### src/rtl/alu_issue_pkg.sv
`default_nettype none
// ============================================================================
// Module      : alu_issue_pkg
// Description : Shared constants, ALU code classes and named op codes for the
//               ALU issue/writeback stage.
// Revision    : 1.0 - initial release
// ============================================================================
package alu_issue_pkg;

    localparam int WIDTH  = 16;
    localparam int NREGS  = 8;
    localparam int REG_AW = $clog2(NREGS);

    // Upper two bits of the ALU code select the operation class
    localparam logic [1:0] CLS_ARITH = 2'b00;
    localparam logic [1:0] CLS_LOGIC = 2'b01;
    localparam logic [1:0] CLS_SHIFT = 2'b10;
    localparam logic [1:0] CLS_CMP   = 2'b11;

    localparam logic [4:0] OP_ADD = 5'b00000;
    localparam logic [4:0] OP_SUB = 5'b00010;
    localparam logic [4:0] OP_AND = 5'b01000;
    localparam logic [4:0] OP_LT  = 5'b11001;

    // Only arithmetic-class results may raise the sticky overflow flag
    function automatic logic is_arith(input logic [4:0] code);
        return code[4:3] == CLS_ARITH;
    endfunction

endpackage
`default_nettype wire

### src/rtl/alu_regfile.sv
`default_nettype none
// ============================================================================
// Module      : alu_regfile
// Description : NREGS x WIDTH register file, one synchronous write port,
//               three combinational read ports, asynchronous clear.
// Revision    : 1.0 - initial release
// ============================================================================
module alu_regfile #(
    parameter  int WIDTH = 16,
    parameter  int NREGS = 8,
    localparam int AW    = $clog2(NREGS)
) (
    input  logic             clk,
    input  logic             rst,
    input  logic             we,
    input  logic [AW-1:0]    waddr,
    input  logic [WIDTH-1:0] wdata,
    input  logic [AW-1:0]    rs1_addr,
    output logic [WIDTH-1:0] rs1_data,
    input  logic [AW-1:0]    rs2_addr,
    output logic [WIDTH-1:0] rs2_data,
    input  logic [AW-1:0]    dbg_addr,
    output logic [WIDTH-1:0] dbg_data
);

    logic [WIDTH-1:0] r_regs [NREGS];

    // Storage: cleared on reset, single write per edge
    always_ff @(posedge clk or posedge rst) begin
        if (rst) begin
            for (int i = 0; i < NREGS; i++) begin
                r_regs[i] <= '0;
            end
        end else if (we) begin
            r_regs[waddr] <= wdata;
        end
    end

    // Reads see the stored value; a same-cycle write shows up next cycle
    assign rs1_data = r_regs[rs1_addr];
    assign rs2_data = r_regs[rs2_addr];
    assign dbg_data = r_regs[dbg_addr];

endmodule
`default_nettype wire

### src/rtl/alu_issue_stage.sv
`default_nettype none
// ============================================================================
// Module      : alu_issue_stage
// Description : Two-stage issue/writeback wrapper around a combinational ALU.
//               Stage 1 registers operands and code into alu_a/alu_b/alu_code,
//               stage 2 writes alu_c back to the register file and updates a
//               sticky overflow flag. Direct register loads have priority
//               over issue.
//               Optional feature macro: ALU_ISSUE_FORWARD_EN - forwards the
//               in-flight ALU result to a dependent instruction instead of
//               stalling for one cycle.
// Revision    : 1.0 - initial release
// ============================================================================
module alu_issue_stage
    import alu_issue_pkg::*;
#(
    parameter  int WIDTH = alu_issue_pkg::WIDTH,
    parameter  int NREGS = alu_issue_pkg::NREGS,
    localparam int AW    = $clog2(NREGS)
) (
    input  logic             clk,
    input  logic             rst,
    input  logic             instr_valid,
    output logic             instr_ready,
    input  logic [4:0]       instr_code,
    input  logic [AW-1:0]    instr_rd,
    input  logic [AW-1:0]    instr_rs1,
    input  logic [AW-1:0]    instr_rs2,
    input  logic             ld_valid,
    output logic             ld_ready,
    input  logic [AW-1:0]    ld_addr,
    input  logic [WIDTH-1:0] ld_data,
    output logic [WIDTH-1:0] alu_a,
    output logic [WIDTH-1:0] alu_b,
    output logic [4:0]       alu_code,
    input  logic [WIDTH-1:0] alu_c,
    input  logic             alu_overflow,
    output logic             wb_valid,
    output logic [AW-1:0]    wb_addr,
    output logic [WIDTH-1:0] wb_data,
    output logic             ovf_sticky,
    input  logic             ovf_clr,
    input  logic [AW-1:0]    dbg_addr,
    output logic [WIDTH-1:0] dbg_data
);

    logic             r_ex_valid;
    logic [AW-1:0]    r_ex_rd;
    logic [WIDTH-1:0] r_alu_a;
    logic [WIDTH-1:0] r_alu_b;
    logic [4:0]       r_alu_code;
    logic             r_wb_valid;
    logic [AW-1:0]    r_wb_addr;
    logic [WIDTH-1:0] r_wb_data;
    logic             r_ovf_sticky;

    logic             w_issue;
    logic             w_fwd_a;
    logic             w_fwd_b;
    logic [WIDTH-1:0] w_rf_rs1;
    logic [WIDTH-1:0] w_rf_rs2;
    logic [WIDTH-1:0] w_op_a;
    logic [WIDTH-1:0] w_op_b;
    logic             w_rf_we;
    logic [AW-1:0]    w_rf_waddr;
    logic [WIDTH-1:0] w_rf_wdata;

`ifdef ALU_ISSUE_FORWARD_EN
    // Dependent operands come straight from the ALU output, so no stall
    assign w_fwd_a     = r_ex_valid && (instr_rs1 == r_ex_rd);
    assign w_fwd_b     = r_ex_valid && (instr_rs2 == r_ex_rd);
    assign instr_ready = !ld_valid;
`else
    logic w_raw_hazard;
    // Without forwarding, hold a dependent instruction until the writeback
    assign w_raw_hazard = r_ex_valid && ((instr_rs1 == r_ex_rd) || (instr_rs2 == r_ex_rd));
    assign w_fwd_a      = 1'b0;
    assign w_fwd_b      = 1'b0;
    assign instr_ready  = !ld_valid && !w_raw_hazard;
`endif

    assign w_issue  = instr_valid && instr_ready;
    // A load waits while a writeback owns the write port
    assign ld_ready = ld_valid && !r_ex_valid;

    assign w_op_a = w_fwd_a ? alu_c : w_rf_rs1;
    assign w_op_b = w_fwd_b ? alu_c : w_rf_rs2;

    // Writeback and load are mutually exclusive by construction of ld_ready
    assign w_rf_we    = r_ex_valid || ld_ready;
    assign w_rf_waddr = r_ex_valid ? r_ex_rd : ld_addr;
    assign w_rf_wdata = r_ex_valid ? alu_c   : ld_data;

    alu_regfile #(
        .WIDTH (WIDTH),
        .NREGS (NREGS)
    ) u_regfile (
        .clk      (clk),
        .rst      (rst),
        .we       (w_rf_we),
        .waddr    (w_rf_waddr),
        .wdata    (w_rf_wdata),
        .rs1_addr (instr_rs1),
        .rs1_data (w_rf_rs1),
        .rs2_addr (instr_rs2),
        .rs2_data (w_rf_rs2),
        .dbg_addr (dbg_addr),
        .dbg_data (dbg_data)
    );

    // Issue stage register: capture operands/code on accept, track occupancy
    always_ff @(posedge clk or posedge rst) begin
        if (rst) begin
            r_ex_valid <= 1'b0;
            r_ex_rd    <= '0;
            r_alu_a    <= '0;
            r_alu_b    <= '0;
            r_alu_code <= '0;
        end else begin
            r_ex_valid <= w_issue;
            if (w_issue) begin
                r_ex_rd    <= instr_rd;
                r_alu_a    <= w_op_a;
                r_alu_b    <= w_op_b;
                r_alu_code <= instr_code;
            end
        end
    end

    // Writeback report: one-cycle pulse with the address and value written
    always_ff @(posedge clk or posedge rst) begin
        if (rst) begin
            r_wb_valid <= 1'b0;
            r_wb_addr  <= '0;
            r_wb_data  <= '0;
        end else begin
            r_wb_valid <= r_ex_valid;
            if (r_ex_valid) begin
                r_wb_addr <= r_ex_rd;
                r_wb_data <= alu_c;
            end
        end
    end

    // Sticky overflow: arithmetic writebacks only, clear has priority
    always_ff @(posedge clk or posedge rst) begin
        if (rst) begin
            r_ovf_sticky <= 1'b0;
        end else if (ovf_clr) begin
            r_ovf_sticky <= 1'b0;
        end else if (r_ex_valid && is_arith(r_alu_code) && alu_overflow) begin
            r_ovf_sticky <= 1'b1;
        end
    end

    assign alu_a      = r_alu_a;
    assign alu_b      = r_alu_b;
    assign alu_code   = r_alu_code;
    assign wb_valid   = r_wb_valid;
    assign wb_addr    = r_wb_addr;
    assign wb_data    = r_wb_data;
    assign ovf_sticky = r_ovf_sticky;

endmodule
`default_nettype wire
### config.mk
export PLATFORM = sky130hd
export DESIGN_NAME = alu_issue_stage
export DESIGN_NICKNAME = d
export VERILOG_FILES = /design/src/rtl/alu_issue_pkg.sv /design/src/rtl/alu_regfile.sv /design/src/rtl/alu_issue_stage.sv
export SDC_FILE = /design/constraint.sdc
export NUM_CORES = 1
export LEC_CHECK = 0
export BUFFER_PORTS_ARGS = -buffer_cell sky130_fd_sc_hd__buf_2
export CELL_PAD_IN_SITES_DETAIL_PLACEMENT = 1
export CELL_PAD_IN_SITES_GLOBAL_PLACEMENT = 1
export CORE_MARGIN = 1.5
export CORE_UTILIZATION = 43
export CTS_CLUSTER_SIZE = 14
export DETAILED_ROUTE_END_ITERATION = 7
export HOLD_SLACK_MARGIN = 0.06
export PLACE_DENSITY = 0.72
export SLEW_MARGIN = 10
export SYNTH_ARGS = -nofsm -noshare
export SYNTH_HDL_FRONTEND = slang
export SYNTH_SLANG_ARGS = --single-unit
### constraint.sdc
create_clock -name clk -period 5.2 [get_ports clk]
set_input_delay 0.26 -clock clk [delete_from_list [all_inputs] [get_ports clk]]
set_output_delay 0.26 -clock clk [all_outputs]
set_load 0.05 [all_outputs]
Word level (Yosys, flattened, before mapping)
Cells that the tools add are included.
{"block": "classes", "bitwise": 4, "n_div": 0, "n_eq_ne": 2, "n_shift": 0, "n_reduce_logical": 14, "muxes": 16, "n_lt_le_gt_ge": 5, "mul": 0, "n_addsub": 0}
{"cell": "$bmux 16 s3", "n": 3}
{"cell": "$bwmux 128", "n": 1}
{"cell": "$mux 16", "n": 8}
{"cell": "$demux 16 s3", "n": 1}
{"cell": "$ge 4x4->1 const B", "n": 4}
{"cell": "$not 3->4", "n": 4}
{"cell": "$logic_and 1x1->1", "n": 7}
{"cell": "$eq 3x3->1", "n": 2}
{"cell": "$lt 4x1->1 const B", "n": 1}
{"cell": "$logic_not 1->1", "n": 3}
{"cell": "$mux 3", "n": 1}
{"cell": "$logic_not 2->1", "n": 1}
{"cell": "$logic_or 1x1->1", "n": 2}
{"cell": "$mux 1", "n": 2}
{"cell": "$reduce_bool 2->1", "n": 1}
{"block": "word_totals", "output_inout_bits": 76, "romBits": 0, "reg_bits": 190, "memories": 0, "latch_bits": 0, "mem_bits_rw": 0, "in_bits": 58}

Depth between registers and ports, before layout
{"block": "logic_depth", "depth_word": 7, "mapped_depth": 7}

Cells and area by module
Synthesis repeated with hierarchy kept, for this count alone.
{"block": "unflattened", "cells_unflattened": 679, "hier_area_um2": 10834.1}
{"mod": "alu_regfile", "cells_each": 454, "area_per_inst_um2": 8049.0, "seq_area_each_um2": 3203.1, "instances": 1}
{"mod": "alu_issue_stage", "cells_each": 225, "area_per_inst_um2": 2785.2, "seq_area_each_um2": 1551.5, "instances": 1}

Least setup slack after synthesis
OpenSTA, ideal clock, no wires.
{"block": "synth_timing", "kind": "register to output", "from": "reg r_ex_valid", "to": "out ld_ready", "path_stages_with_launch": 6, "setup_slack_ns": 3.105, "arrival_time_ns": 1.835, "t_required_ns": 4.940, "cell_sequence": "dfrtp_1 -> buf_2 -> buf_2 -> buf_4 -> buf_4 -> nor2b_1"}
{"block": "synth_via", "elab_chain_len": 2}
{"item": "start, declared", "line_no": "alu_issue_stage.sv:47", "text": "logic r_ex_valid;"}
{"item": "start signal, assigned", "line_no": "alu_issue_stage.sv:120", "text": "r_ex_valid <= w_issue;"}
{"item": "$logic_not 1->1", "line_no": "alu_issue_stage.sv:84", "text": "assign ld_ready = ld_valid && !r_ex_valid;"}
{"item": "$logic_and 1x1->1", "line_no": "alu_issue_stage.sv:84"}
{"item": "end, declared", "line_no": "alu_issue_stage.sv:30", "text": "output logic ld_ready,"}
Every way passes these cells.

Worst setup path in the final report
{"block": "layout_timing", "from": "reg r_ex_valid", "to": "reg u_regfile.r_regs[121] in the netlist's numbering"}
{"block": "layout_via", "elab_chain_len": 7, "elab_cells_between_ends": 12, "classes_between": "order compare: 2; mux: 5; bitwise: 1; reduce/logical: 4"}
{"item": "$mux 3", "line_no": "alu_issue_stage.sv:91", "text": "assign w_rf_waddr = r_ex_valid ? r_ex_rd : ld_addr;"}
{"item": "$not 3->4 (implied by the code)", "line_no": "alu_regfile.sv:35", "text": "r_regs[waddr] <= wdata;"}
{"item": "$ge 4x4->1 (implied by the code) or $lt 4x1->1 (tied branches)", "line_no": "alu_regfile.sv:35"}
{"item": "$logic_and 1x1->1 (implied by the code)", "line_no": "alu_regfile.sv:35"}
{"item": "$mux 16 (implied by the code)", "line_no": "alu_regfile.sv:35"}
{"item": "$demux 16 s3", "line_no": "alu_regfile.sv:35"}
{"item": "$bwmux 128", "line_no": "alu_regfile.sv:35"}
{"item": "end signal, assigned by index", "line_no": "alu_regfile.sv:35"}
{"item": "end, declared", "line_no": "alu_regfile.sv:26", "text": "logic [WIDTH-1:0] r_regs [NREGS];"}
Parallel ways exist; a longest one is shown, timed or not.
A chain may end at the register's enable or synchronous reset.

==> summary.txt <==
Syn Inst Count = 769
Top-area cell type share of the netlist area = 46.45%
GRT Util Overall = 22.83%
Crit path DAT = 2.68 ns
Yosys synthesis warning count = 0
Layout area overhead = 16.34%
Setup CP Type = flip-flop to flip-flop
RSZ-0062 raised after global routing = no
CORE AREA = 23400 um^2
CP required = 5.48 ns
Status = complete, no violations
Overall die height = 157.3 um
Final cycle utilization of the critical path = 46.12%
CTS Buf Count = 17
Die width = 157.3 um
Combinational power share = 38.8%
Flops & latches, synth = 190
Register area share after synthesis = 46.45%
Die footprint = 24740 um^2
Final #Nets = 948
Largest net degree at the start of global routing = 112
Dpl hpwl = 16410 um
Sum Neg Setup Slack = 0 ns
Routed len/inst = 22.00 um
Total I/O pin count = 134
Fillers = 2451
Startpoint types = flip-flop
DRC viols = 0
TritonRoute pass-1 iters = 4
Max Clk Rate = 416.9 MHz
Slew Limit Fails = 0
Layout cells sized above 1 = 38.25%
Clk network pwr share = 21.9%
Slew headroom = 33.27%
Post-synthesis cell area = 10240 um^2
Int Pwr = 3.895 mW
Starting density of the core = 43.74%
Max IR drop VDD = 0.2878 mV
Post-CTS sizing = 0
DR iter-0 viols = 369
Routability cong. = 0.7905
Distinct cell type count after synthesis = 31
Max FO, Critical Path = 32
Yosys top cell by area = dfrtp_1
Switching Share = 39.44%
Fin crit period = 2.398 ns
Fin Clk Skew = 0.009042 ns
Initial antenna violation count = 0
Root buf cell = clkbuf_16
Tightest Pin Transition = 1.001 ns
Class of the worst hold path = input port to flip-flop
Core Rows = 56
Clk_lat worst skew = 0.44 ns
Max-cap violation count = 0
Post-DRT Antenna Nets = 0
Final setup viols = 0
Layout Utilization = 50.89%
First-pass GRT wire length = 42180 um
CTS Buffer Depth = 2
Post-CTS setup buffer count = 0
Mapped Nets = 827
# diodes = 0
Avg Inst Size Synth = 13.31 um^2
Port Buffers = 133
Reg power frac = 39.3%
Top cells by area, synth = dfrtp_1, mux4_2, mux2_2
Vias post-DR = 7035
P_leak = 5.223 nW
Final WL = 26870 um
CTS Sinks = 190
CTS clk-pin slew, worst paths = 0.07 ns
P per Cell Area = 540.1 nW/um^2
Hold_buf cts = 22
Number of global-route vias before repair = 7384
Detailed-route vias per instance = 5.762
P_sw = 2.537 mW
Final hold viol count = 0
CTS tree = built
H-tree depth = 4
GR Overflow Total = 0
Crit end category = flip-flop
[final timing paths]
kind                             from                     to  slack [ns]  cells past startpoint
min in group asynchronous         rst  u_regfile.r_regs[102]        0.57                      3
hold / removal              alu_c[14]            wb_data[14]        0.08                      2
hold reg to reg             alu_b[11]              alu_b[11]        0.50                      1
setup / recovery           r_ex_valid  u_regfile.r_regs[121]        2.80                      3
max in group asynchronous         rst             r_ex_valid        3.53                      4
setup reg to reg           r_ex_valid  u_regfile.r_regs[121]        2.80                      3
[power groups by stage]
stage,logic [mW],registers (mW),clock network [mW]
global placement,2.42,2.50,0
finish,2.50,2.53,1.41
floorplan,1.43,2.93,0
detailed placement,2.49,2.54,0
CTS,2.53,2.51,1.44
global route,2.68,2.60,1.50
[state kept, by name, indices dropped and copies added, names as in the netlist]
register          cells
u_regfile.r_regs    128
alu_a                16
alu_b                16
wb_data              16
alu_code              5
r_ex_rd               3
wb_addr               3
ovf_sticky            1
r_ex_valid            1
wb_valid              1
[cell usage in the layout (no fill, tap or decap), types with 16 or more instances in the layout]
cell | synthesis | routed
dfrtp_1 | 190 | 189
o21ai_0 | 81 | 81
buf_2 | 19 | 133
mux4_1 | 41 | 41
dlygate4sd3_1 | 0 | 23
a21oi_1 | 48 | 48
nor2_1 | 51 | 51
clkbuf_16 | 0 | 17
mux2_2 | 106 | 106
nand2_1 | 82 | 82
mux2i_1 | 16 | 16
mux4_2 | 55 | 55
[stage by stage]
| stage | cells | instance area (um^2) | hold slack [ns] | total power [mW] | worst slack (ns) |
|---|---|---|---|---|---|
| floorplan | 769 | 10240 | 0.3264 | 4.366 | 2.492 |
| global placement | 1167 | 11050 | 0.4151 | 4.926 | 2.443 |
| detailed placement | 1167 | 11050 | 0.4158 | 5.030 | 2.404 |
| CTS | 1220 | 11900 | 0.06096 | 6.479 | 2.772 |
| global route | 1221 | 11910 | 0.07011 | 6.781 | 2.611 |
| finish | 1221 | 11910 | 0.07902 | 6.432 | 2.802 |
[synth_stat cells, drive strengths merged]
library cell / number
o22ai: 4
inv: 3
nor3b: 4
clkbuf: 26
and3b: 3
dfrtp: 190
nor2: 51
buf: 39
o21ai: 81
nor4bb: 1
nor3: 1
nor2b: 2
dlygate4sd1: 1
mux4: 96
xnor2: 6
o2bb2a: 2
nand3b: 1
mux2: 106
nand2: 82
o2bb2ai: 1
mux2i: 16
a2bb2oi: 1
a21oi: 48
nand4: 2
nand4b: 1
and3: 1
[critical path, cell delays in order, from the launching register on]
cell     delay (ns)
dfrtp_2        0.82
buf_4          0.44
mux2i_1        0.75
o21ai_0        0.20
[logic make-up (layout without fill, tap and decap cells)]
family / count (synthesis) / in the layout / synth area share (%)
DFF: 190 / 190 / 46.45
buffers and inverters: 69 / 202 / 4.168
muxes: 218 / 218 / 35.85
xor gates and xnor gates: 6 / 6 / 0.5134
AOI/OAI and AO/OA: 137 / 137 / 6.918
and+or+nand+nor: 149 / 149 / 6.100
[area by class of cell]
cell class	count	area [um^2]	share of cell area (%)
flip-flops and latches	190	4756	39.93
multi-input cells	510	5112	42.93
clock inverters	12	185.2	1.555
inverters	3	15.01	0.1261
well taps	319	399.1	3.352
clock buffers	19	442.9	3.719
repair buffers	168	998.5	8.384
[routing by layer]
metal	wire, um	GRT usage, %	part of all wire, %
met1	11440	30.12	43
met2	13860	39.25	52
met4	318	5.301	1.2
met5	0	0	0
met3	1245	4.130	4.6
Power figures use the tool's default switching activity.
